==> src/rtl/keypad_pkg.sv <==
// Shared keypad-path definitions: entry FSM encoding, blank nibble code and key-vector width.
package keypad_pkg;

   localparam int         KEY_WIDTH          = 10;
   localparam logic [3:0] BLANK_CODE_DEFAULT = 4'hF;

   typedef enum logic [1:0] {
      EMPTY   = 2'd0,
      FILLING = 2'd1,
      FULL    = 2'd2
   } state_t;

endpackage

==> src/rtl/key_digit_shifter_if.sv <==
// Bus between the keypad detector/host side and the digit shifter; state is carried for debug visibility.
interface key_digit_shifter_if
   import keypad_pkg::*;
#(
   parameter int NUM_DIGITS = 4
) ();

   logic [KEY_WIDTH-1:0]    keys;
   logic                    shift_valid;
   logic                    clear;
   logic [4*NUM_DIGITS-1:0] digits;
   logic [3:0]              digit_count;
   logic                    full;
   logic                    accepted;
   state_t                  state;

   modport master (
      output keys, shift_valid, clear,
      input  digits, digit_count, full, accepted, state
   );

   modport slave (
      input  keys, shift_valid, clear,
      output digits, digit_count, full, accepted, state
   );

endinterface

==> src/rtl/key_onehot_to_bcd.sv <==
// Lowest-set-bit priority encoder from the 10-bit key vector to a BCD digit plus hit flag.
module key_onehot_to_bcd
   import keypad_pkg::*;
(
   input  logic [KEY_WIDTH-1:0] onehot,
   output logic [3:0]           bcd,
   output logic                 hit
);

   // Scanning downward lets the lowest set index overwrite any higher one.
   always_comb begin
      bcd = 4'd0;
      hit = 1'b0;
      for (int i = KEY_WIDTH - 1; i >= 0; i--) begin
         if (onehot[i]) begin
            bcd = 4'(i);
            hit = 1'b1;
         end
      end
   end

endmodule

==> src/rtl/key_digit_shifter.sv <==
// Encodes newly pressed keys to BCD and shifts them into an N-digit entry register.
// Optional macro KEY_DIGIT_SHIFTER_LOCK_FULL_EN: once FULL, further strobes are ignored until clear/rst.
module key_digit_shifter
   import keypad_pkg::*;
#(
   parameter int         NUM_DIGITS = 4,
   parameter logic [3:0] BLANK_CODE = BLANK_CODE_DEFAULT
) (
   input logic                 clk,
   input logic                 rst,
   key_digit_shifter_if.slave  bus
);

   localparam logic [3:0] COUNT_MAX = 4'(NUM_DIGITS);

   logic [KEY_WIDTH-1:0]    keys_q;
   logic [KEY_WIDTH-1:0]    new_mask;
   logic [3:0]              new_bcd, any_bcd, sel_bcd;
   logic                    new_hit, any_hit, key_changed, shift_req;
   state_t                  state_q, state_d;
   logic [4*NUM_DIGITS-1:0] digits_q, digits_d;
   logic [3:0]              count_q, count_d;
   logic                    accepted_q, accepted_d;

   assign new_mask    = bus.keys & ~keys_q;
   assign key_changed = (bus.keys != keys_q);

   key_onehot_to_bcd u_new_enc (.onehot(new_mask), .bcd(new_bcd), .hit(new_hit));
   key_onehot_to_bcd u_any_enc (.onehot(bus.keys), .bcd(any_bcd), .hit(any_hit));

   assign sel_bcd = new_hit ? new_bcd : any_bcd;

   // Fallback to the held keys only when the vector actually changed (a release
   // alongside the strobe); an unchanged held key must not re-enter.
`ifdef KEY_DIGIT_SHIFTER_LOCK_FULL_EN
   assign shift_req = bus.shift_valid && (new_hit || (key_changed && any_hit))
                      && (state_q != FULL);
`else
   assign shift_req = bus.shift_valid && (new_hit || (key_changed && any_hit));
`endif

   always_comb begin
      state_d    = state_q;
      digits_d   = digits_q;
      count_d    = count_q;
      accepted_d = 1'b0;
      if (bus.clear) begin
         state_d  = EMPTY;
         digits_d = {NUM_DIGITS{BLANK_CODE}};
         count_d  = 4'd0;
      end else if (shift_req) begin
         digits_d[3:0] = sel_bcd;
         for (int i = 1; i < NUM_DIGITS; i++) begin
            digits_d[4*i +: 4] = digits_q[4*(i-1) +: 4];
         end
         if (count_q < COUNT_MAX) begin
            count_d = count_q + 4'd1;
         end
         accepted_d = 1'b1;
         case (state_q)
            EMPTY:   state_d = (NUM_DIGITS == 1) ? FULL : FILLING;
            FILLING: state_d = (count_q + 4'd1 == COUNT_MAX) ? FULL : FILLING;
            FULL:    state_d = FULL;
            default: state_d = EMPTY;
         endcase
      end
   end

   always_ff @(posedge clk) begin
      if (rst) begin
         keys_q     <= '0;
         state_q    <= EMPTY;
         digits_q   <= {NUM_DIGITS{BLANK_CODE}};
         count_q    <= 4'd0;
         accepted_q <= 1'b0;
      end else begin
         keys_q     <= bus.keys;
         state_q    <= state_d;
         digits_q   <= digits_d;
         count_q    <= count_d;
         accepted_q <= accepted_d;
      end
   end

   assign bus.digits      = digits_q;
   assign bus.digit_count = count_q;
   assign bus.full        = (state_q == FULL);
   assign bus.accepted    = accepted_q;
   assign bus.state       = state_q;

endmodule

==> src/flat_wrapper.sv <==
// flat-port wrapper written by rule: the top's interface ports become plain ports
module key_digit_shifter_flat import keypad_pkg::*;
#(
   parameter int         NUM_DIGITS = 4,
   parameter logic [3:0] BLANK_CODE = BLANK_CODE_DEFAULT
)
  (clk, rst, bus_keys, bus_shift_valid, bus_clear, bus_digits, bus_digit_count, bus_full, bus_accepted, bus_state);
  key_digit_shifter_if #(.NUM_DIGITS(NUM_DIGITS)) bus_i ();
  input logic clk;
  input logic rst;
  input wire logic [$bits(bus_i.keys)-1:0] bus_keys;
  input wire logic [$bits(bus_i.shift_valid)-1:0] bus_shift_valid;
  input wire logic [$bits(bus_i.clear)-1:0] bus_clear;
  output wire logic [$bits(bus_i.digits)-1:0] bus_digits;
  output wire logic [$bits(bus_i.digit_count)-1:0] bus_digit_count;
  output wire logic [$bits(bus_i.full)-1:0] bus_full;
  output wire logic [$bits(bus_i.accepted)-1:0] bus_accepted;
  output wire logic [$bits(bus_i.state)-1:0] bus_state;
  assign bus_i.keys = bus_keys;
  assign bus_i.shift_valid = bus_shift_valid;
  assign bus_i.clear = bus_clear;
  assign bus_digits = bus_i.digits;
  assign bus_digit_count = bus_i.digit_count;
  assign bus_full = bus_i.full;
  assign bus_accepted = bus_i.accepted;
  assign bus_state = bus_i.state;
  key_digit_shifter #(.NUM_DIGITS(NUM_DIGITS), .BLANK_CODE(BLANK_CODE)) u_core (.clk(clk), .rst(rst), .bus(bus_i));
endmodule
==> config.mk <==
export PLATFORM = sky130hd
export DESIGN_NAME = key_digit_shifter_flat
export DESIGN_NICKNAME = d
export VERILOG_FILES = /design/src/rtl/keypad_pkg.sv /design/src/rtl/key_digit_shifter_if.sv /design/src/rtl/key_onehot_to_bcd.sv /design/src/rtl/key_digit_shifter.sv /design/src/flat_wrapper.sv
export SDC_FILE = /design/constraint.sdc
export NUM_CORES = 1
export LEC_CHECK = 0
export BUFFER_PORTS_ARGS = -buffer_cell sky130_fd_sc_hd__buf_2
export CAP_MARGIN = 20
export CORE_UTILIZATION = 49
export CTS_BUF_LIST = sky130_fd_sc_hd__clkbuf_8
export CTS_CLUSTER_DIAMETER = 40
export CTS_CLUSTER_SIZE = 8
export DETAILED_ROUTE_END_ITERATION = 7
export PLACE_DENSITY_LB_ADDON = 0.1
export SETUP_SLACK_MARGIN = 0.02
export SYNTH_ARGS = -nofsm -noshare
export SYNTH_HDL_FRONTEND = slang
export SYNTH_SLANG_ARGS = --single-unit
==> constraint.sdc <==
create_clock -name clk -period 2 [get_ports clk]
set_clock_uncertainty 0.1 [all_clocks]
set_input_delay 0.1 -clock clk [delete_from_list [all_inputs] [get_ports clk]]
set_output_delay 0.1 -clock clk [all_outputs]
set_load 0.05 [all_outputs]
== Word level (Yosys, flattened, before mapping) ==
Index checks and enable logic that the tools add are counted.
Operators by class
  order comparisons: 1
  reduce and logical (&&, ||, !) cells: 6
  add/subtract/negate cells: 1
  bitwise operators: 2
  equal/unequal tests: 4
  multiplexer cells: 44
Operator list (count)
  $mux W4: 21
  $mux W1: 21
  $and A10 B10 Y10: 1
  $ne A10 B10 Y1: 1
  $not A10 Y10: 1
  $pmux W2 S3: 1
  $add A4 B1 Y4 const B: 1
  $eq A4 B3 Y1 const B: 1
  $lt A4 B3 Y1 const B: 1
  $eq A2 B1 Y1 const B: 1
  $eq A2 B2 Y1 const B: 1
  $logic_and A1 B1 Y1: 2
  $logic_not A2 Y1: 1
  $mux W2: 1
  $reduce_and A2 Y1: 1
  $reduce_or A2 Y1: 1
  $logic_or A1 B1 Y1: 1
Word-level totals
  register bits: 33
  input bits: 14
  output and inout bits: 24
  word-level logic and storage cells: 63

== Logic depth before layout (Yosys ltp) ==
Gate-level depths: netlist (run 1).
  word-level depth: 15
  gate-level depth with buffers: 8
  gate-level depth less buffers: 7

== Hierarchy ==
Synthesis (run 1) repeated with hierarchy kept, for this count alone.
Second synthesis, totals
  cell total of the unflattened synthesis: 173
  area total of the unflattened synthesis: 1649.1 µm²
By module, submodules not included
  key_digit_shifter: instances 1, seq. area each 660.6 µm², area each 1446.4 µm², cells an instance 137
  key_onehot_to_bcd: instances 2, seq. area each 0.0 µm², area each 101.3 µm², cells an instance 18

== Worst setup path before layout (run 1) ==
No wires, ideal clock.
  path type: register to register
  from: register u_core.keys_q[0]
  to: register u_core.count_q[0], in the netlist u_core.bus.digit_count[0]
  period minus slack after synthesis: 2.116 ns
  path slack: -0.116 ns
  library setup time: 0.116 ns
  stages on the path, launching flop included: 9
  buffers on the path: 1
  required time: 1.784 ns
  arrival time: 1.901 ns
  path through: dfxtp_1 inv_1 ha_1 or4_4 nor4_1 o21a_2 nor2_2 buf_6 a31o_1
Between the ends
  longest elaborated chain between the ends: 6
  elaborated cells on any way between the ends: 8
  those cells by class: eq/ne: 1; mux: 1; bitwise: 2; reduce/logical: 4
Ends and longest elaborated chain
  start, declared: line key_digit_shifter.sv:16  | logic [KEY_WIDTH-1:0] keys_q;
  start signal, assigned: line key_digit_shifter.sv:77  | keys_q <= bus.keys;
  branches (longest 3 deep; another with $ne A10 B10 Y1)
  $logic_or A1 B1 Y1 *: line key_digit_shifter.sv:39  | assign shift_req = bus.shift_valid && (new_hit || (key_changed && any_hit));
  $logic_and A1 B1 Y1 *: line key_digit_shifter.sv:39
  $reduce_and A2 Y1 (no line) *
  end signal, assigned: line key_digit_shifter.sv:80  | count_q <= count_d;
  end, declared: line key_digit_shifter.sv:22  | logic [3:0] count_q, count_d;
Mark *: on every way between the ends.
A chain may end at the register's enable or synchronous reset.

== Worst setup path after layout (run 1) ==
  from: register u_core.keys_q[2]
  to: register u_core.digits_q[1], in the netlist u_core.bus.digits[1]
Between the ends
  longest elaborated chain between the ends: 7
  elaborated cells on any way between the ends: 13
  those cells by class: eq/ne: 1; mux: 7; bitwise: 2; reduce/logical: 3
Ends and longest elaborated chain
  $not A10 Y10: line key_digit_shifter.sv:25  | assign new_mask = bus.keys & ~keys_q;
  $and A10 B10 Y10: line key_digit_shifter.sv:25
  $mux W1 (3 in a row): line key_onehot_to_bcd.sv:15  | if (onehot[i]) begin
  $logic_or A1 B1 Y1: line key_digit_shifter.sv:39
  $logic_and A1 B1 Y1: line key_digit_shifter.sv:39
  end signal, assigned: line key_digit_shifter.sv:73  | digits_q <= {NUM_DIGITS{BLANK_CODE}};
  end signal, assigned: line key_digit_shifter.sv:79  | digits_q <= digits_d;
  end, declared: line key_digit_shifter.sv:21  | logic [4*NUM_DIGITS-1:0] digits_q, digits_d;
Several ways; a longest one is shown, not always the timed one.

==> results_dict.tcl, run 1 <==
set metrics [dict create \
    outcome "finished, violations left" \
    violations "setup timing" \
    power.internal_uw 1020 \
    maxCapViolCount 0 \
    rrSetupSlack_ns -0.19 \
    fin_tns_setup_ns -1.58 \
    diodes 0 \
    rows 20 \
    setup_viol 19 \
    ff_latch_area_um2 661 \
    synth_area_leaders "dfxtp_1 42%, ha_1 8.7%, mux2i_1 8.2%" \
    num_io_pins 38 \
    synth_nets 199 \
    cp_max_fo 3 \
    p_per_area_nw_per_um2 634 \
    place_ws_ns -0.155 \
    area_growth_pct 39.7 \
    wirelength_um 3980 \
    holdCritStartpoint "bus_keys[7]" \
    drc 0 \
    cp-end-kind "flip-flop" \
    grt_max_degree 23 \
    via_per_inst 5.35 \
    post-dp-hpwl_um 2750 \
    multi_input_area_um2 936 \
    pwr-share-comb 0.177 \
    yosysSeqAreaShare 0.416 \
    grtUsageTotal 0.253 \
    cts_root_buf "clkbuf_8" \
    reg2regPathDepth 7 \
    cts_tree "yes" \
    postRouteAntennaNets 0 \
    syn_area_um2 1590 \
    p_sw_frac 0.277 \
    power.leakage_uw 0.000958 \
    tightest_slew_ns 0.568 \
    insertion_delay_ns 0.28 \
    fin_area_um2 2220 \
    vdd_drop_max_mv 0.442 \
    initial_core_util 0.520 \
    firstDrtPassIters 4 \
    crit_arrival_ns 2.31 \
    critPathLaunch "u_core.keys_q[2]" \
    wl_per_cell_um 13.8 \
    portBuffers 37 \
    slowest_delay_ns 0.52 \
    die_h_um 58.9 \
    p_total_uw 1410 \
    ys_seq_elements 33 \
    dpl-instance-area_um2 1980 \
    hold-path-cell-count 2 \
    layout_setup_ws_ns -0.188 \
    timing.rr.start "u_core.keys_q[2]" \
    critPathKind "reg2reg" \
    ys_types 41 \
    sequentialPowerShare 0.487 \
    fmax_mhz 457 \
    crit_slowest_cell "or4_4" \
    synth.top_cell.area_share 0.416 \
    fill_cells 256 \
    path_clk_slew_ns 0.07 \
    num_vias 1546 \
    cts_inserted_buffers 5 \
    max_slew_margin 0.617 \
    grt_setup_unrepaired "yes" \
    cts_buffer_depth 2 \
    p_clk_frac 0.335 \
    min_period_ns 2.19 \
    gp_congestion 0.842 \
    worstPathCellList "inv_1, ha_1, or4_4, or4_4, a2111oi_4, nor3_1, mux2i_1" \
    netlist_instances 174 \
    min_period_over_period 1.09 \
    die_w_um 58.9 \
    avgSynthCellArea_um2 9.13 \
    nets 269 \
    hold_end "u_core.keys_q[7]" \
    core_area_um2 3050 \
    clock-sinks 33 \
    synth_top_area_cell "dfxtp_1" \
    switchingPower_uw 390 \
    antenna_found_initial 0 \
    hold_class "in2reg" \
    start_kind "flip-flop" \
    grt_overflow 0 \
    r2r_end "u_core.bus.digits[1]" \
    hold_viol_final 0 \
    required_ns 2.12 \
    h-tree-depth 2 \
    die-area_um2 3470 \
    drive_above_1_share 0.363 \
    cp_common_cell "or4_4" \
    slew_viol_final 0 \
    grt_pass1_wl_um 6330 \
    synth_warnings 0 \
    drt_iter0_drc 47 \
    grt_pass1_vias 1504 \
]
[logic make-up (layout without fill, tap and decap cells)]
family | after synthesis | after routing | share of synthesized area
compound gates | 30 | 30 | 0.139
fa+ha+maj | 11 | 11 | 0.0866
buf+inv | 20 | 89 | 0.0527
flops | 33 | 33 | 0.416
mux | 13 | 13 | 0.0819
simple gates | 67 | 69 | 0.224
[worst max-delay path, delay by kind of cell, from the launching register on]
kind                     cells  cell delay (ns)
AND/OR/NAND/NOR              3             1.12
flip-flops                   1             0.31
adder cells (fa/ha/maj)      1             0.20
multiplexers                 1             0.12
AO/OA/AOI/OAI                1             0.21
buffers and inverters        1             0.04
[layer usage]
metal / global-route usage / wire, um / up-vias / share of wire
li1: - / - / 756 / -
met1: 0.246 / 1570 / 716 / 0.39
met2: 0.474 / 2040 / 56 / 0.51
met3: 0.0725 / 231 / 18 / 0.058
met4: 0.139 / 144 / 0 / 0.036
met5: 0 / 0 / - / 0
[cells in the mapped netlist]
master and number:
a21oi_1 5, nor4_2 1, a41o_1 1, a2bb2oi_1 1, nand2_1 4, a31o_1 1
nand2_2 1, nor3b_1 1, mux2i_1 13, nor2_1 29, or4_1 3, buf_2 1
o21ai_1 1, nor4_1 2, o211ai_1 2, buf_6 1, nor3_1 5, o22ai_1 1
or4_4 2, o31a_1 1, ha_1 11, nor2b_1 10, nor2_2 1, o31ai_1 2
and3_1 1, a2111oi_4 1, dfxtp_1 33, or2_0 1, nand4b_1 1, and2_1 1
o21ai_0 5, nand4_1 2, a31oi_1 4, nand2b_1 1, a211oi_1 2, a221oi_1 1
o41ai_1 1, clkbuf_1 3, nand3b_1 1, o21a_2 1, inv_1 15
[cells in the final DEF, fill, tap and decap left out, drive strengths merged, types with 6 or more instances in the layout]
master   n
nor2b   10
ha      11
buf     62
inv     16
nor2    31
o21ai    6
mux2i   13
nand2    6
dfxtp   33
[sequential cells by signal (all words and copies together) (netlist names)]
signal,count
u_core.bus.state,2
u_core.keys_q,10
u_core.bus.digit_count,4
u_core.bus.digits,16
u_core.bus.accepted,1
[per-stage QoR]
step,hold slack [ns],instances,utilization
2_1_floorplan,0.128,174,-
3_3_place_gp,0.262,272,0.649
3_5_place_dp,0.264,272,0.649
4_1_cts,0.0130,288,0.714
5_1_grt,0.0196,289,0.727
6_report,0.0113,289,0.727
[final cells by class]
class                   instances  area share
well taps                      44      0.0248
clock buffers                   5      0.0310
repair buffers                 66       0.193
clock inverters                 3     0.00620
inverters                      15      0.0254
multi-input cells             123       0.422
flip-flops and latches         33       0.298
[power groups by stage]
stage	logic (uW)	clock network (uW)	registers, uW
after global placement	215	0	700
after global routing	267	508	687
after CTS	239	482	686
after floorplan	103	0	731
after detailed placement	223	0	700
final	249	472	686
[worst max-delay path by stage]
stage | cells after the start | slack [ns] | end
after floorplan | 8 | -0.07 | u_core.bus.digit_count[0]
after global placement | 7 | -0.10 | u_core.bus.digits[1]
after detailed placement | 7 | -0.15 | u_core.bus.digit_count[1]
after CTS | 7 | -0.14 | u_core.bus.digits[1]
after global routing | 7 | -0.24 | u_core.bus.digits[1]
final | 7 | -0.19 | u_core.bus.digits[1]
[timing repair]
action | in CTS | in global routing
gates cloned | 2 | 0
hold endpoints to repair | 4 | 0
setup buffers | 2 | 1
setup endpoints to repair | 21 | 21
hold buffers | 4 | 0
pin swaps | 7 | 5
resized for setup | 8 | 6
Power figures use the tool's default switching activity.
==> run 2: changes to the inputs <==
--- a/config.mk
+++ b/config.mk
@@ -13,7 +13,7 @@
 export CTS_CLUSTER_SIZE = 8
 export DETAILED_ROUTE_END_ITERATION = 7
 export PLACE_DENSITY_LB_ADDON = 0.1
-export SETUP_SLACK_MARGIN = 0.02
+export SETUP_SLACK_MARGIN = 0.3
 export SYNTH_ARGS = -nofsm -noshare
 export SYNTH_HDL_FRONTEND = slang
 export SYNTH_SLANG_ARGS = --single-unit
==> results_dict.tcl, run 2 (synthesized netlist as in run 1, its figures left out) <==
set metrics [dict create \
    cp-end-kind "flip-flop" \
    grt_setup_unrepaired "yes" \
    area_growth_pct 42.0 \
    violations "setup timing" \
    portBuffers 37 \
    cp_top_family "simple AND/OR/NAND/NOR gates" \
    nets 271 \
    firstDrtPassIters 4 \
    slew_viol_final 0 \
    drc 0 \
    drt_iter0_drc 39 \
    mostFrequentLayoutCell "buf_2" \
    grt_pass1_vias 1569 \
    wirelength_um 4090 \
    outcome "finished, violations left" \
    post-dp-hpwl_um 2740 \
    num_io_pins 38 \
    post-route-util 0.739 \
    via_per_inst 5.37 \
    drive_above_1_share 0.393 \
    critPathKind "reg2reg" \
    vdd_drop_max_mv 0.484 \
    min_period_ns 2.15 \
    required_ns 2.11 \
    die-area_um2 3470 \
    slowest_delay_ns 0.56 \
    power.leakage_uw 0.000968 \
    die_h_um 58.9 \
    highest_layer "met4" \
    diodes 0 \
    tightest_slew_ns 0.527 \
    hold_viol_final 0 \
    largest_reg_flops 16 \
    path_buf_inv 2 \
    grt_max_degree 23 \
    cts_tree "yes" \
    clock-sinks 33 \
    die_w_um 58.9 \
    cts_buffer_depth 2 \
    layout_setup_ws_ns -0.155 \
    wl_met1_um 1710 \
    grtUsageTotal 0.261 \
    wl_met3_um 179 \
    gp_congestion 0.842 \
    worstPathCellList "inv_1, ha_2, or4_4, nor4_4, o21a_2, buf_6, nor3_2, a21oi_1" \
    hold_class "in2reg" \
    h-tree-depth 2 \
    core_area_um2 3050 \
    insertion_delay_ns 0.29 \
    cts_root_buf "clkbuf_8" \
    layout_common_cells "37 x buf_2, 31 x dfxtp_1, 29 x nor2_1" \
    hold_ws_ns 0.00677 \
    rows 20 \
    min_period_over_period 1.08 \
    p_per_area_nw_per_um2 631 \
    cts_inserted_buffers 5 \
    num_vias 1564 \
    crit_arrival_ns 2.26 \
    setup_viol 20 \
    fill_cells 251 \
    fmax_mhz 464 \
    multi_input_area_um2 957 \
    start_kind "flip-flop" \
    crit_slowest_cell "or4_4" \
    path_clk_slew_ns 0.07 \
    grt_pass1_wl_um 6670 \
    max_slew_margin 0.648 \
    p_total_uw 1420 \
    antenna_found_initial 0 \
    ff_latch_area_um2 663 \
    cp_max_fo 3 \
    met2WireLength_um 2050 \
    grt_overflow 0 \
    initial_core_util 0.520 \
    wl_per_cell_um 14.1 \
    maxCapViolCount 0 \
    postRouteAntennaNets 0 \
]
[run 2: cell types whose count changed in the layout (fill, tap and decap cells not counted), sizes merged]
cell  before  now
buf       62   64
[run 2: final timing paths]
path                                  start                         to  slack, ns  depth (start not counted)
hold / removal                  bus_keys[7]           u_core.keys_q[7]      0.007                          2
hold reg to reg   u_core.bus.digit_count[2]  u_core.bus.digit_count[2]       0.38                          2
setup reg to reg           u_core.keys_q[7]       u_core.bus.digits[2]      -0.15                          8
setup / recovery           u_core.keys_q[7]       u_core.bus.digits[2]      -0.15                          8
[run 2: worst reg2reg max path, cell delays in order, from the launching register on]
cell	delay (ns)
dfxtp_1	0.31
inv_1	0.04
ha_2	0.16
or4_4	0.56
nor4_4	0.28
o21a_2	0.28
buf_6	0.14
nor3_2	0.04
a21oi_1	0.16
[run 2: layout make-up]
| type | instances | area share |
|---|---|---|
| repair buffers | 68 | 0.196 |
| flip-flops and latches | 33 | 0.294 |
| clock buffers | 5 | 0.0305 |
| inverters | 15 | 0.0249 |
| well taps | 44 | 0.0244 |
| multi-input cells | 123 | 0.424 |
| clock inverters | 3 | 0.00610 |
[run 2: repair_timing]
| item | CTS | global route |
|---|---|---|
| resized for setup | 16 | 9 |
| pin swaps | 12 | 4 |
| hold buffers | 4 | 0 |
| buffers inserted | 4 | 1 |
| cloned | 2 | 0 |
| setup endpoints to repair | 22 | 22 |
| endpoints found under the hold margin | 4 | 0 |
[run 2: where the power goes]
part           switching (uW)  leakage (uW)  internal [uW]
sequential               9.44      0.000271            677
combinational             149      0.000648            108
clock                     243     0.0000491            236
[run 2: layer usage]
layer / global-route usage / vias up
met5: 0 / -
met4: 0.163 / 0
met3: 0.0571 / 17
met2: 0.468 / 51
met1: 0.275 / 735
li1: - / 761
[run 2: stage by stage]
step / TNS (ns) / area, um2 / instances / worst slack (ns)
final: -1.68 / 2260 / 291 / -0.155
after global routing: -2.61 / 2260 / 291 / -0.234
after CTS: -1.15 / 2210 / 290 / -0.148
after detailed placement: -1.86 / 1980 / 272 / -0.161
after global placement: -0.813 / 1980 / 272 / -0.103
after floorplan: -0.265 / 1600 / 174 / -0.0660
==> run 3: changes to the inputs <==
--- a/config.mk
+++ b/config.mk
@@ -7,13 +7,14 @@
 export LEC_CHECK = 0
 export BUFFER_PORTS_ARGS = -buffer_cell sky130_fd_sc_hd__buf_2
 export CAP_MARGIN = 20
-export CORE_UTILIZATION = 49
+export CORE_UTILIZATION = 55
 export CTS_BUF_LIST = sky130_fd_sc_hd__clkbuf_8
 export CTS_CLUSTER_DIAMETER = 40
 export CTS_CLUSTER_SIZE = 8
 export DETAILED_ROUTE_END_ITERATION = 7
 export PLACE_DENSITY_LB_ADDON = 0.1
 export SETUP_SLACK_MARGIN = 0.3
+export SLEW_MARGIN = 20
 export SYNTH_ARGS = -nofsm -noshare
 export SYNTH_HDL_FRONTEND = slang
 export SYNTH_SLANG_ARGS = --single-unit
==> constraint.sdc (replaced) <==
create_clock -name clk -period 2.4 [get_ports clk]
set_clock_uncertainty 0.1 [all_clocks]
set_input_delay 0.12 -clock clk [delete_from_list [all_inputs] [get_ports clk]]
set_output_delay 0.12 -clock clk [all_outputs]
set_load 0.05 [all_outputs]
==> results_dict.tcl, run 3 (synthesized netlist as in run 1, its figures left out) <==
set metrics [dict create \
    crit_slowest_cell "or4_4" \
    hold_viol_final 0 \
    grt_pass1_vias 1287 \
    p_per_area_nw_per_um2 630 \
    rows 19 \
    min_period_over_period 0.941 \
    slowest_delay_ns 0.53 \
    diodes 0 \
    wirelength_um 3560 \
    min_period_ns 2.26 \
    die_h_um 55.8 \
    met2WireLength_um 1800 \
    die-area_um2 3110 \
    drc 0 \
    wl_per_cell_um 14.2 \
    cts_buffer_depth 2 \
    post-dp-hpwl_um 2430 \
    ff_latch_area_um2 663 \
    tightest_slew_ns 0.586 \
    insertion_delay_ns 0.29 \
    grt_max_degree 23 \
    gp_congestion 0.897 \
    required_ns 2.52 \
    wl_met3_um 182 \
    grt_pass1_wl_um 5460 \
    firstDrtPassIters 4 \
    initial_core_util 0.576 \
    portBuffers 37 \
    grt_setup_unrepaired "yes" \
    mostFrequentLayoutCell "buf_2" \
    max_slew_margin 0.608 \
    p_total_uw 1280 \
    worstPathCellList "inv_1, ha_2, or4_4, or4_4, a2111oi_4, nor3_1, mux2i_1" \
    power.leakage_uw 0.000846 \
    path_clk_slew_ns 0.07 \
    h-tree-depth 2 \
    wl_met1_um 1510 \
    highest_layer "met4" \
    postRouteAntennaNets 0 \
    fin_tns_setup_ns 0 \
    nets 244 \
    via_per_inst 5.68 \
    grt_overflow 0 \
    crit_arrival_ns 2.38 \
    start_kind "flip-flop" \
    critPathKind "reg2reg" \
    setup_viol 0 \
    cts_tree "yes" \
    vdd_drop_max_mv 0.596 \
    rrSetupSlack_ns 0.14 \
    drt_iter0_drc 37 \
    drive_above_1_share 0.318 \
    cp-end-kind "flip-flop" \
    grtUsageTotal 0.226 \
    layout_common_cells "37 x buf_2, 31 x dfxtp_1, 29 x nor2_1" \
    multi_input_area_um2 943 \
    clock-sinks 33 \
    fill_cells 229 \
    antenna_found_initial 0 \
    num_io_pins 38 \
    die_w_um 55.8 \
    num_vias 1426 \
    cts_inserted_buffers 5 \
    slew_viol_final 0 \
    fmax_mhz 443 \
    cts_root_buf "clkbuf_8" \
    maxCapViolCount 0 \
    cp_common_cell "or4_4" \
    core_area_um2 2760 \
    post-route-util 0.737 \
    outcome "finished clean" \
    area_growth_pct 28.0 \
    cp_max_fo 3 \
    largest_reg_flops 16 \
    hold_class "in2reg" \
]
## run 3: changes by cell type in the layout (fill, tap and decap cells not counted), sizes merged
cell | before | now
buf | 64 | 41
clkinv | 2 | 0
bufinv | 0 | 1
clkbuf | 5 | 6
dlygate4sd3 | 4 | 0
## run 3: where the power goes
group	total (uW)	switching, uW	internal (uW)
clock network	532	198	334
registers	573	8.37	565
logic	177	112	65.6
total	1280	318	964
## run 3: timing repair
action | 4_1_cts | 5_1_grt
pin swaps | 3 | 7
setup endpoints to repair | 20 | 21
cloned | 1 | 1
hold buffers | 0 | 0
resized for setup | 4 | 16
setup buffers | 2 | 1
## run 3: area by class of cell
| cell class | count | area share |
|---|---|---|
| Clock buffer | 6 | 0.0406 |
| Timing Repair Buffer | 41 | 0.106 |
| Clock inverter | 2 | 0.0166 |
| Multi-Input combinational cell | 123 | 0.464 |
| Tap cell | 31 | 0.0191 |
| Inverter | 15 | 0.0277 |
| Sequential cell | 33 | 0.326 |
## run 3: per-stage QoR
stage / hold WS, ns / std cells / setup slack (ns) / instance area [um2]
2_1_floorplan: 0.148 / 174 / 0.299 / 1600
3_3_place_gp: 0.292 / 238 / 0.206 / 1800
3_5_place_dp: 0.302 / 238 / 0.169 / 1800
4_1_cts: 0.00390 / 249 / 0.173 / 1950
5_1_grt: 0.0210 / 251 / 0.0806 / 2030
6_report: 0.00732 / 251 / 0.143 / 2030
## run 3: worst max-delay path: cells and delay by family (launching register included)
| family | cells | cell delay (ns) |
|---|---|---|
| simple gates | 3 | 1.14 |
| flops | 1 | 0.32 |
| compound gates | 1 | 0.29 |
| fa+ha+maj | 1 | 0.18 |
| mux | 1 | 0.13 |
| buf+inv | 1 | 0.04 |
## run 3: per-layer routing
| metal | vias to the layer above | global-route usage |
|---|---|---|
| li1 | 710 | - |
| met1 | 655 | 0.260 |
| met2 | 51 | 0.401 |
| met3 | 10 | 0.0698 |
| met4 | 0 | 0.0643 |
| met5 | - | 0 |
## run 3: final timing paths
check,start,endpoint,depth (start not counted)
worst max-delay path,u_core.keys_q[3],u_core.bus.digits[1],7
worst max register to register,u_core.keys_q[3],u_core.bus.digits[1],7
worst min register to register,u_core.bus.digit_count[2],u_core.bus.digit_count[2],2
worst min-delay path,bus_keys[5],u_core.keys_q[5],3
